`src/rtl/spart_pkg.sv`:
```
// Shared definitions for the SPART receiver: FSM states, oversampling constants, baud table.
package spart_pkg;

  typedef enum logic [2:0] {
    StIdle,
    StStart,
    StData,
    StParity,
    StStop
  } rx_state_e;

  localparam int unsigned OVERSAMPLE = 16;
  localparam int unsigned SubW       = $clog2(OVERSAMPLE);

  // Sub-tick indices used by the three-sample majority vote; the decision is taken on the last.
  localparam logic [SubW-1:0] SAMPLE_A = SubW'(7);
  localparam logic [SubW-1:0] SAMPLE_B = SubW'(8);
  localparam logic [SubW-1:0] SAMPLE_C = SubW'(9);

  // Default clocks per oversample tick for each br_cfg setting.
  function automatic int unsigned default_div(input logic [1:0] br_cfg);
    int unsigned div;
    unique case (br_cfg)
      2'b00:   div = 651;
      2'b01:   div = 326;
      2'b10:   div = 163;
      default: div = 81;
    endcase
    return div;
  endfunction

endpackage

```
`src/rtl/spart_sync_fifo.sv`:
```
// First-word-fall-through FIFO; the head is registered so it holds its last value when empty.
module spart_sync_fifo #(
  parameter int unsigned WIDTH = 8,
  parameter int unsigned DEPTH = 8
) (
  input  logic                       clk,
  input  logic                       rst,
  input  logic                       wr_en,
  input  logic [WIDTH-1:0]           wr_data,
  input  logic                       rd_en,
  output logic [WIDTH-1:0]           rd_data,
  output logic                       rd_valid,
  output logic [$clog2(DEPTH):0]     count,
  output logic                       full
);

  localparam int unsigned AW = $clog2(DEPTH);
  localparam int unsigned CW = AW + 1;
  localparam logic [CW-1:0] FullCnt = CW'(DEPTH);

  logic [WIDTH-1:0] mem_q [DEPTH];
  logic [AW-1:0]    wr_ptr_q, rd_ptr_q, rd_ptr_nx;
  logic [CW-1:0]    count_q;
  logic [WIDTH-1:0] head_q, head_d;
  logic             do_push, do_pop;

  assign rd_valid  = (count_q != '0);
  assign full      = (count_q == FullCnt);
  assign do_pop    = rd_en && rd_valid;
  // A pop in the same cycle frees the slot, so a push into a full FIFO is still accepted.
  assign do_push   = wr_en && (!full || do_pop);
  assign rd_ptr_nx = rd_ptr_q + AW'(1);
  assign rd_data   = head_q;
  assign count     = count_q;

  // Storage array; pointer reset makes old contents unreachable.
  always_ff @(posedge clk) begin
    if (do_push) mem_q[wr_ptr_q] <= wr_data;
  end

  // Next head value: the following entry after a pop, or the incoming word when it becomes head.
  always_comb begin
    head_d = head_q;
    if (do_pop) begin
      if (count_q > CW'(1)) head_d = mem_q[rd_ptr_nx];
      else if (do_push)     head_d = wr_data;
    end else if (do_push && (count_q == '0)) begin
      head_d = wr_data;
    end
  end

  // Pointers, occupancy and registered head.
  always_ff @(posedge clk) begin
    if (!rst) begin
      wr_ptr_q <= '0;
      rd_ptr_q <= '0;
      count_q  <= '0;
      head_q   <= '0;
    end else begin
      if (do_push) wr_ptr_q <= wr_ptr_q + AW'(1);
      if (do_pop)  rd_ptr_q <= rd_ptr_nx;
      count_q <= count_q + CW'(do_push) - CW'(do_pop);
      head_q  <= head_d;
    end
  end

endmodule

```
`src/rtl/spart_rx_fifo.sv`:
```
// SPART receiver: 16x oversampled, majority-voted UART rx with parity/framing checks and a FIFO.
module spart_rx_fifo
  import spart_pkg::*;
#(
  parameter int unsigned DATA_BITS  = 8,
  parameter int unsigned PARITY_EN  = 0,
  parameter int unsigned PARITY_ODD = 0,
  parameter int unsigned FIFO_DEPTH = 8,
  parameter int unsigned DIV0       = default_div(2'b00),
  parameter int unsigned DIV1       = default_div(2'b01),
  parameter int unsigned DIV2       = default_div(2'b10),
  parameter int unsigned DIV3       = default_div(2'b11)
) (
  input  logic                          clk,
  input  logic                          rst,
  input  logic [1:0]                    br_cfg,
  input  logic                          rxd,
  input  logic                          rd_en,
  output logic [DATA_BITS-1:0]          rd_data,
  output logic                          rd_valid,
  output logic [$clog2(FIFO_DEPTH):0]   fifo_count,
  output logic                          overrun,
  output logic                          parity_err,
  output logic                          framing_err,
  input  logic                          clr_err
);

  localparam int unsigned CntW = 16;
  localparam int unsigned BitW = 4;

  logic                 sync1_q, rxs_q;
  logic [CntW-1:0]      div_m1, tick_cnt_q;
  logic                 tick;
  rx_state_e            state_q;
  logic [SubW-1:0]      sub_q;
  logic [BitW-1:0]      bit_cnt_q;
  logic [DATA_BITS-1:0] shift_q;
  logic                 par_bad_q;
  logic                 s7_q, s8_q, vote, decide;
  logic                 stop_decide, good, push, fifo_full;
  logic                 overrun_q, parity_err_q, framing_err_q;

  // Two-flop synchroniser on the asynchronous line, idle-high at reset.
  always_ff @(posedge clk) begin
    if (!rst) begin
      sync1_q <= 1'b1;
      rxs_q   <= 1'b1;
    end else begin
      sync1_q <= rxd;
      rxs_q   <= sync1_q;
    end
  end

  // Reload value for the selected baud; sampled only at reload so changes never glitch a tick.
  always_comb begin
    div_m1 = CntW'(DIV3 - 1);
    unique case (br_cfg)
      2'b00:   div_m1 = CntW'(DIV0 - 1);
      2'b01:   div_m1 = CntW'(DIV1 - 1);
      2'b10:   div_m1 = CntW'(DIV2 - 1);
      default: div_m1 = CntW'(DIV3 - 1);
    endcase
  end

  assign tick = (tick_cnt_q == '0);

  // Oversample tick down-counter.
  always_ff @(posedge clk) begin
    if (!rst)      tick_cnt_q <= div_m1;
    else if (tick) tick_cnt_q <= div_m1;
    else           tick_cnt_q <= tick_cnt_q - CntW'(1);
  end

  assign vote   = (s7_q & s8_q) | (s7_q & rxs_q) | (s8_q & rxs_q);
  assign decide = tick && (sub_q == SAMPLE_C);

  // Receive FSM; the tick that detects the start edge counts as sub-tick 0 of the start bit.
  always_ff @(posedge clk) begin
    if (!rst) begin
      state_q   <= StIdle;
      sub_q     <= '0;
      bit_cnt_q <= '0;
      shift_q   <= '0;
      par_bad_q <= 1'b0;
      s7_q      <= 1'b1;
      s8_q      <= 1'b1;
    end else begin
      if (tick && (sub_q == SAMPLE_A)) s7_q <= rxs_q;
      if (tick && (sub_q == SAMPLE_B)) s8_q <= rxs_q;
      unique case (state_q)
        StIdle: begin
          sub_q     <= '0;
          bit_cnt_q <= '0;
          par_bad_q <= 1'b0;
          if (tick && !rxs_q) begin
            state_q <= StStart;
            sub_q   <= SubW'(1);
          end
        end
        StStart: begin
          if (tick)   sub_q   <= sub_q + SubW'(1);
          if (decide) state_q <= vote ? StIdle : StData;
        end
        StData: begin
          if (tick) sub_q <= sub_q + SubW'(1);
          if (decide) begin
            shift_q   <= {vote, shift_q[DATA_BITS-1:1]};
            bit_cnt_q <= bit_cnt_q + BitW'(1);
            if (bit_cnt_q == BitW'(DATA_BITS - 1)) begin
              state_q <= (PARITY_EN != 0) ? StParity : StStop;
            end
          end
        end
        StParity: begin
          if (tick) sub_q <= sub_q + SubW'(1);
          if (decide) begin
            par_bad_q <= vote ^ (^shift_q) ^ (PARITY_ODD != 0);
            state_q   <= StStop;
          end
        end
        StStop: begin
          if (tick)   sub_q   <= sub_q + SubW'(1);
          if (decide) state_q <= StIdle;
        end
        default: state_q <= StIdle;
      endcase
    end
  end

  // Disposal of a finished word: framing beats parity, parity beats push.
  assign stop_decide = decide && (state_q == StStop);
  assign good        = stop_decide && vote && !par_bad_q;
  assign push        = good && (!fifo_full || rd_en);

  // Sticky error flags; a set in the same cycle as clr_err wins.
  always_ff @(posedge clk) begin
    if (!rst) begin
      overrun_q     <= 1'b0;
      parity_err_q  <= 1'b0;
      framing_err_q <= 1'b0;
    end else begin
      if (stop_decide && !vote)              framing_err_q <= 1'b1;
      else if (clr_err)                      framing_err_q <= 1'b0;
      if (stop_decide && vote && par_bad_q)  parity_err_q  <= 1'b1;
      else if (clr_err)                      parity_err_q  <= 1'b0;
      if (good && fifo_full && !rd_en)       overrun_q     <= 1'b1;
      else if (clr_err)                      overrun_q     <= 1'b0;
    end
  end

  assign overrun     = overrun_q;
  assign parity_err  = parity_err_q;
  assign framing_err = framing_err_q;

  spart_sync_fifo #(
    .WIDTH (DATA_BITS),
    .DEPTH (FIFO_DEPTH)
  ) u_fifo (
    .clk      (clk),
    .rst      (rst),
    .wr_en    (push),
    .wr_data  (shift_q),
    .rd_en    (rd_en),
    .rd_data  (rd_data),
    .rd_valid (rd_valid),
    .count    (fifo_count),
    .full     (fifo_full)
  );

endmodule
```
`config.mk`:
```
export PLATFORM = sky130hd
export DESIGN_NAME = spart_rx_fifo
export DESIGN_NICKNAME = d
export VERILOG_FILES = /design/src/rtl/spart_pkg.sv /design/src/rtl/spart_sync_fifo.sv /design/src/rtl/spart_rx_fifo.sv
export SDC_FILE = /design/constraint.sdc
export NUM_CORES = 1
export LEC_CHECK = 0
export ABC_CLOCK_PERIOD_IN_PS = 3500
export CAP_MARGIN = 10
export CORE_MARGIN = 3
export CORE_UTILIZATION = 34
export DETAILED_ROUTE_END_ITERATION = 6
export GPL_TIMING_DRIVEN = 0
export SETUP_SLACK_MARGIN = 0.15
export SLEW_MARGIN = 30
export SYNTH_ARGS = -nofsm -noshare
export SYNTH_HDL_FRONTEND = slang
export SYNTH_SLANG_ARGS = --single-unit
```
`constraint.sdc`:
```
create_clock -name clk -period 3.5 [get_ports clk]
set_input_delay 1.05 -clock clk [delete_from_list [all_inputs] [get_ports clk]]
set_output_delay 1.05 -clock clk [all_outputs]
set_load 0.02 [all_outputs]
```
# Word level (Yosys, flattened, before mapping)
# Memory sizes are Yosys's and may differ from the RTL's.
# Index checks and enable logic that the tools add are counted.
# word_totals
ff_bits	61
ramBits	64
input_bits	7
output_inout_bits	16
wordCells	121
n_memories	1
# classes
addsub	7
order_cmp	1
eq_ne	19
n_mux	28
bitwise_logic	6
reduce_logical	42
# memory_table
memory	depth	word_bits	read_ports	rd_ports_with_merged_regs	write_ports	line_no	source
u_fifo.mem_q	8	8	1	0	1	spart_sync_fifo.sv:21	logic [WIDTH-1:0] mem_q [DEPTH];
# ops
op	count
two-way mux 16 bit	2
two-way mux 8 bit	4
one-hot mux 10 bit (3 select lines)	1
two-way mux 3 bit	6
logical NOT 16 bit	1
one-hot mux 4 bit (2 select lines)	2
subtractor 16 x 1 -> 16 bit, second input constant	1
logical AND 1 bit	15
one-hot mux 3 bit (5 select lines)	1
nonzero test 2 bit	7
equality test 4 bit, second input constant	3
!= test 2 bit, second input constant	6
AND reduction 2 bit	5
adder 4 x 1 -> 4 bit, second input constant	2
equality test 4 x 3 -> 1 bit, second input constant	2
two-way mux 1 bit	8
two-way mux 4 bit	2
XOR reduction 8 bit	1
adder 3 x 1 -> 3 bit, second input constant	2
equality test 3 x 2 -> 1 bit, second input constant	2
AND reduction 6 bit	1
logical NOT 1 bit	5
adder 4 x 1 -> 4 bit	1
greater-than comparator 4 x 1 -> 1 bit, second input constant	1
18 further kinds	22

# Depth between registers and ports, before layout
# depth
depth_word	10
ltp_mapped	13
depth_no_buf	12

# Hierarchy
# A second synthesis with hierarchy kept.
# hier_totals
cells_unflattened	499
hier_area_um2	5662.9
# modules_own_cells
module	instances	cells_each	area_per_inst_um2	seq_area_each_um2
spart_sync_fifo	1	244	3457.1	2282.2
spart_rx_fifo	1	255	2205.9	860.8

# Least setup slack after synthesis
# Ideal clock, no wire load.
# synth_path
path_kind	reg-to-reg
from	reg tick_cnt_q[6]
to	mem u_fifo.mem_q[1][0] (enable)
setup_ns	0.395
t_arrival_ns	2.688
t_required_ns	3.105
setup_slack_ns	0.418
path_stages_with_launch	7
path_buffers	1
period_less_slack_ns	3.082
path_cell_list	dfxtp_1 -> or4_4 -> or3_4 -> buf_6 -> nor3_2 -> nand4_1 -> nor4_1
# synth_via
elab_chain_cells	9
# synth_rtl
item	line_no	source
from (decl)	spart_rx_fifo.sv:32	logic [CntW-1:0] div_m1, tick_cnt_q;
from (signal assigned)	spart_rx_fifo.sv:69	if (!rst) tick_cnt_q <= div_m1;
from (signal assigned)	spart_rx_fifo.sv:70	else if (tick) tick_cnt_q <= div_m1;
from (signal assigned)	spart_rx_fifo.sv:71	else tick_cnt_q <= tick_cnt_q - CntW'(1);
logical NOT 16 bit	spart_rx_fifo.sv:65	assign tick = (tick_cnt_q == '0);
logical AND 1 bit	spart_rx_fifo.sv:75	assign decide = tick && (sub_q == SAMPLE_C);
logical AND 1 bit	spart_rx_fifo.sv:131	assign stop_decide = decide && (state_q == StStop);
logical AND 1 bit (2 in a row)	spart_rx_fifo.sv:132	assign good = stop_decide && vote && !par_bad_q;
logical AND 1 bit	spart_rx_fifo.sv:133	assign push = good && (!fifo_full || rd_en);
logical AND 1 bit	spart_sync_fifo.sv:31	assign do_push = wr_en && (!full || do_pop);
two-way mux 1 bit	spart_sync_fifo.sv:38	if (do_push) mem_q[wr_ptr_q] <= wr_data;
two-way mux 1 bit (implied by the code)	spart_sync_fifo.sv:38	
to (decl)	spart_sync_fifo.sv:21	
# No other way between the ends.

# Final worst setup path
# layout_path
from	reg tick_cnt_q[6]
to	mem u_fifo.mem_q[0][7] (enable)
# Same word-level chain as after synthesis.

==> impl_metrics.csv <==
group,metric,value,unit
clock_tree,clockBufferDepth,2,
clock_tree,ctsRootBufferMaster,"clkbuf_16",
final_layout,fin_nets,520,
synth,yosysWarnings,0,
synth,synthCells,457,
final_layout,nFillCells,1473,
power,vdd_drop_max,0.331,mV
setup_path,path_class,"reg -> reg",
floorplanning,die-area,0.0182,sq mm
placement,gp_congestion,0.788,
synth,synth_flop_cell,"edfxtp_1",
synth,avgSynthCellArea,12.4,sq um
sta,max_freq,0.314,GHz
synth,synth-edff-count,64,
route,drt_pre_antenna_iters,4,
sta,finalClockSkew,0.00873,ns
sta,timing.final.max_slew_violations,0,
route,vias_per_cell,5.14,
synth,synth_area,0.00566,sq mm
sta,worstMarginPinSlew,0.864,ns
clock_tree,cts.sinks,125,
global_routing,grt_pass1_wl,19800,microns
power,p_per_area,660,mW/mm^2
route,wl_per_cell,16.8,microns
route,drtAntennaViolNets,0,
power,power.leakage,2.29,nW
setup_path,worstSetupEndpointType,"register",
floorplanning,pin_count,23,
clock_tree,cts_tree,"yes",
run,maxCapViolCount,0,
route,via_count,3735,
final_layout,area_delta_synth_final,19.1,%
sta,min_period,3.19,ns
sta,timing_hold_violations_final,0,
synth,yosysUniqueCellTypes,58,
synth,ys_ff_latch,125,
global_routing,grt_pass1_vias,3689,
setup_path,worstSetupStartpoint,"tick_cnt_q[6]$_DFF_P_",
setup_path,cp_max_fo,8,
placement,place.port_buffers,21,
sta,rsz0062_at_grt,"false",
route,drt_iter0_drc,234,
global_routing,grt_max_degree,17,
sta,max_slew_margin,0.424,
clock_tree,h-tree-depth,4,
synth,synth_async_sr_flop_share,0,
hold_path,hold_path_class,"reg -> reg",
placement,hpwl,8420,microns
clock_tree,cts_buffers,17,
global_routing,gr-usage-all-layers,0.141,
final_layout,drive_above_1_share,0.157,
synth,synth_seq_area_share,0.556,
floorplanning,fp.dieW,135,microns
clock_tree,clk_pin_slew,0.05,ns
global_routing,antenna_found_initial,0,
clock_tree,clk_latency,0.41,ns
setup_path,timing.rr.start,"tick_cnt_q[6]$_DFF_P_",
floorplanning,initial_utilization,0.352,
setup_path,cp-start-kind,"register",
route,drc,0,
final_layout,antenna_cells,0,
placement,pre_cts_ws,0.0254,ns
route,routed_wirelength,12200,microns
synth,synth_fp_nets,479,
clock_tree,ctsHoldBuffers,0,
setup_path,critPathArrivalTime,3.22,ns
run_status,status,"finished clean",
floorplanning,die_y,135,microns
floorplanning,rows,46,
sta,setup_viol_count_final,0,
setup_path,worstPathRequired,3.53,ns
floorplanning,fp.coreArea,0.0161,sq mm
hold_path,hp-start,"sync1_q$_SDFF_PN1_",
sta,finalCritPeriodShare,0.911,
sta,fin_tns_setup,0,ns
sta,setup_ws,0.313,ns
global_routing,overflow,0,
## cell usage after synthesis (2+ instances only)
cell type | n | area [sq um]
edfxtp_1 | 64 | 1920
dfxtp_1 | 61 | 1220
nor2_1 | 26 | 97.6
xnor2_1 | 20 | 175
o21ai_0 | 19 | 95.1
inv_1 | 16 | 60.1
mux4_2 | 16 | 360
nand2_1 | 15 | 56.3
ha_1 | 14 | 175
nor2b_1 | 14 | 87.6
clkbuf_1 | 13 | 48.8
a31oi_1 | 12 | 75.1
mux2i_1 | 12 | 120
and2_1 | 11 | 68.8
nand4_1 | 11 | 68.8
o31ai_1 | 11 | 82.6
a21oi_1 | 9 | 45.0
and3_1 | 9 | 56.3
nand3_1 | 9 | 45.0
mux2_2 | 8 | 90.1
nor4_1 | 8 | 50.1
buf_2 | 6 | 30.0
nand3b_1 | 6 | 45.0
xor2_1 | 5 | 43.8
a21boi_0 | 4 | 30.0
nand2b_1 | 4 | 25.0
nor3_1 | 4 | 20.0
o21a_1 | 4 | 30.0
or3_1 | 4 | 25.0
nor4_4 | 3 | 63.8
a31o_2 | 2 | 17.5
and3b_1 | 2 | 17.5
buf_1 | 2 | 7.51
nor3_2 | 2 | 20.0
o21ai_1 | 2 | 10.0
o22ai_1 | 2 | 12.5
o311ai_1 | 2 | 17.5
or2_2 | 2 | 12.5
or3b_2 | 2 | 17.5
or4_1 | 2 | 15.0
or4_4 | 2 | 22.5
## routing by layer
metal  GRT usage  vias to the layer above  wire [microns]
li1            -                     1804               -
met1       0.188                     1819            5620
met2       0.220                      105            5830
met3      0.0462                        7             672
met4      0.0431                        0              88
met5           0                        -               0
## layout by cell type (no fill, tap or decap), types with 15 or more instances in the layout
cell              n
edfxtp_1         64
dfxtp_1          61
nor2_1           23
xnor2_1          20
clkdlybuf4s50_1  20
clkbuf_1         19
o21ai_0          19
clkbuf_16        18
inv_1            16
mux4_2           16
nand2_1          15
## power by group
part	switching, W	internal [W]
sequential	0.0000607	0.00161
clock	0.000596	0.00110
combinational	0.000567	0.000512
total	0.00122	0.00322
## flip-flops by register name (all words and copies together) (netlist names), 4 cells and up
name            flops
shift_q             8
sub_q               4
u_fifo.mem_q       64
u_fifo.count        4
u_fifo.rd_data      8
tick_cnt_q         16
bit_cnt_q           4
## stage by stage
stage | hold WS (ns) | cell area [sq um] | util | cells | total power, W
2_1_floorplan | 0.386 | 5660 | - | 457 | 0.00244
3_3_place_gp | 0.396 | 6140 | 0.382 | 694 | 0.00276
3_5_place_dp | 0.397 | 6150 | 0.383 | 695 | 0.00279
4_1_cts | 0.406 | 6730 | 0.419 | 727 | 0.00450
5_1_grt | 0.432 | 6740 | 0.420 | 727 | 0.00466
6_report | 0.405 | 6740 | 0.420 | 727 | 0.00445
## cells by family after synthesis
kind of cell    Yosys count  synth area share
compound gates           74            0.0858
mux                      36             0.101
simple gates            142             0.154
flops                   125             0.556
fa+ha+maj                16            0.0363
xor+xnor                 25            0.0387
buf+inv                  39            0.0292
## final cells by class
class / instances / area [sq um] / area share
Sequential cell: 125 / 3140 / 0.466
Multi-Input combinational cell: 293 / 2370 / 0.352
Clock buffer: 25 / 487 / 0.0722
Tap cell: 216 / 270 / 0.0401
Timing Repair Buffer: 22 / 218 / 0.0323
Buffer: 23 / 105 / 0.0156
Clock inverter: 7 / 86.3 / 0.0128
Inverter: 16 / 60.1 / 0.00891
## critical path, cell delays in order, from the launching register on
cell and delay (ns):
dfxtp_1 0.33, or4_4 0.55, or3_4 0.39, or4b_1 0.57, or3b_4 0.45, nor4_4 0.53
## final timing paths
kind                                                endpoint  slack, ns  cells after the start
worst min-delay path                        rxs_q$_SDFF_PN1_       0.40                      1
worst min register to register              rxs_q$_SDFF_PN1_       0.40                      1
worst max-delay path            u_fifo.mem_q[0][7]$_DFFE_PP_       0.31                      5
worst max register to register  u_fifo.mem_q[0][7]$_DFFE_PP_       0.31                      5
## what timing repair did
action,4_1_cts,5_1_grt
buffers inserted,0,0
gates cloned,0,0
gates resized for setup,2,3
setup endpoints to repair,32,17
(Power assumes the default switching activity.)
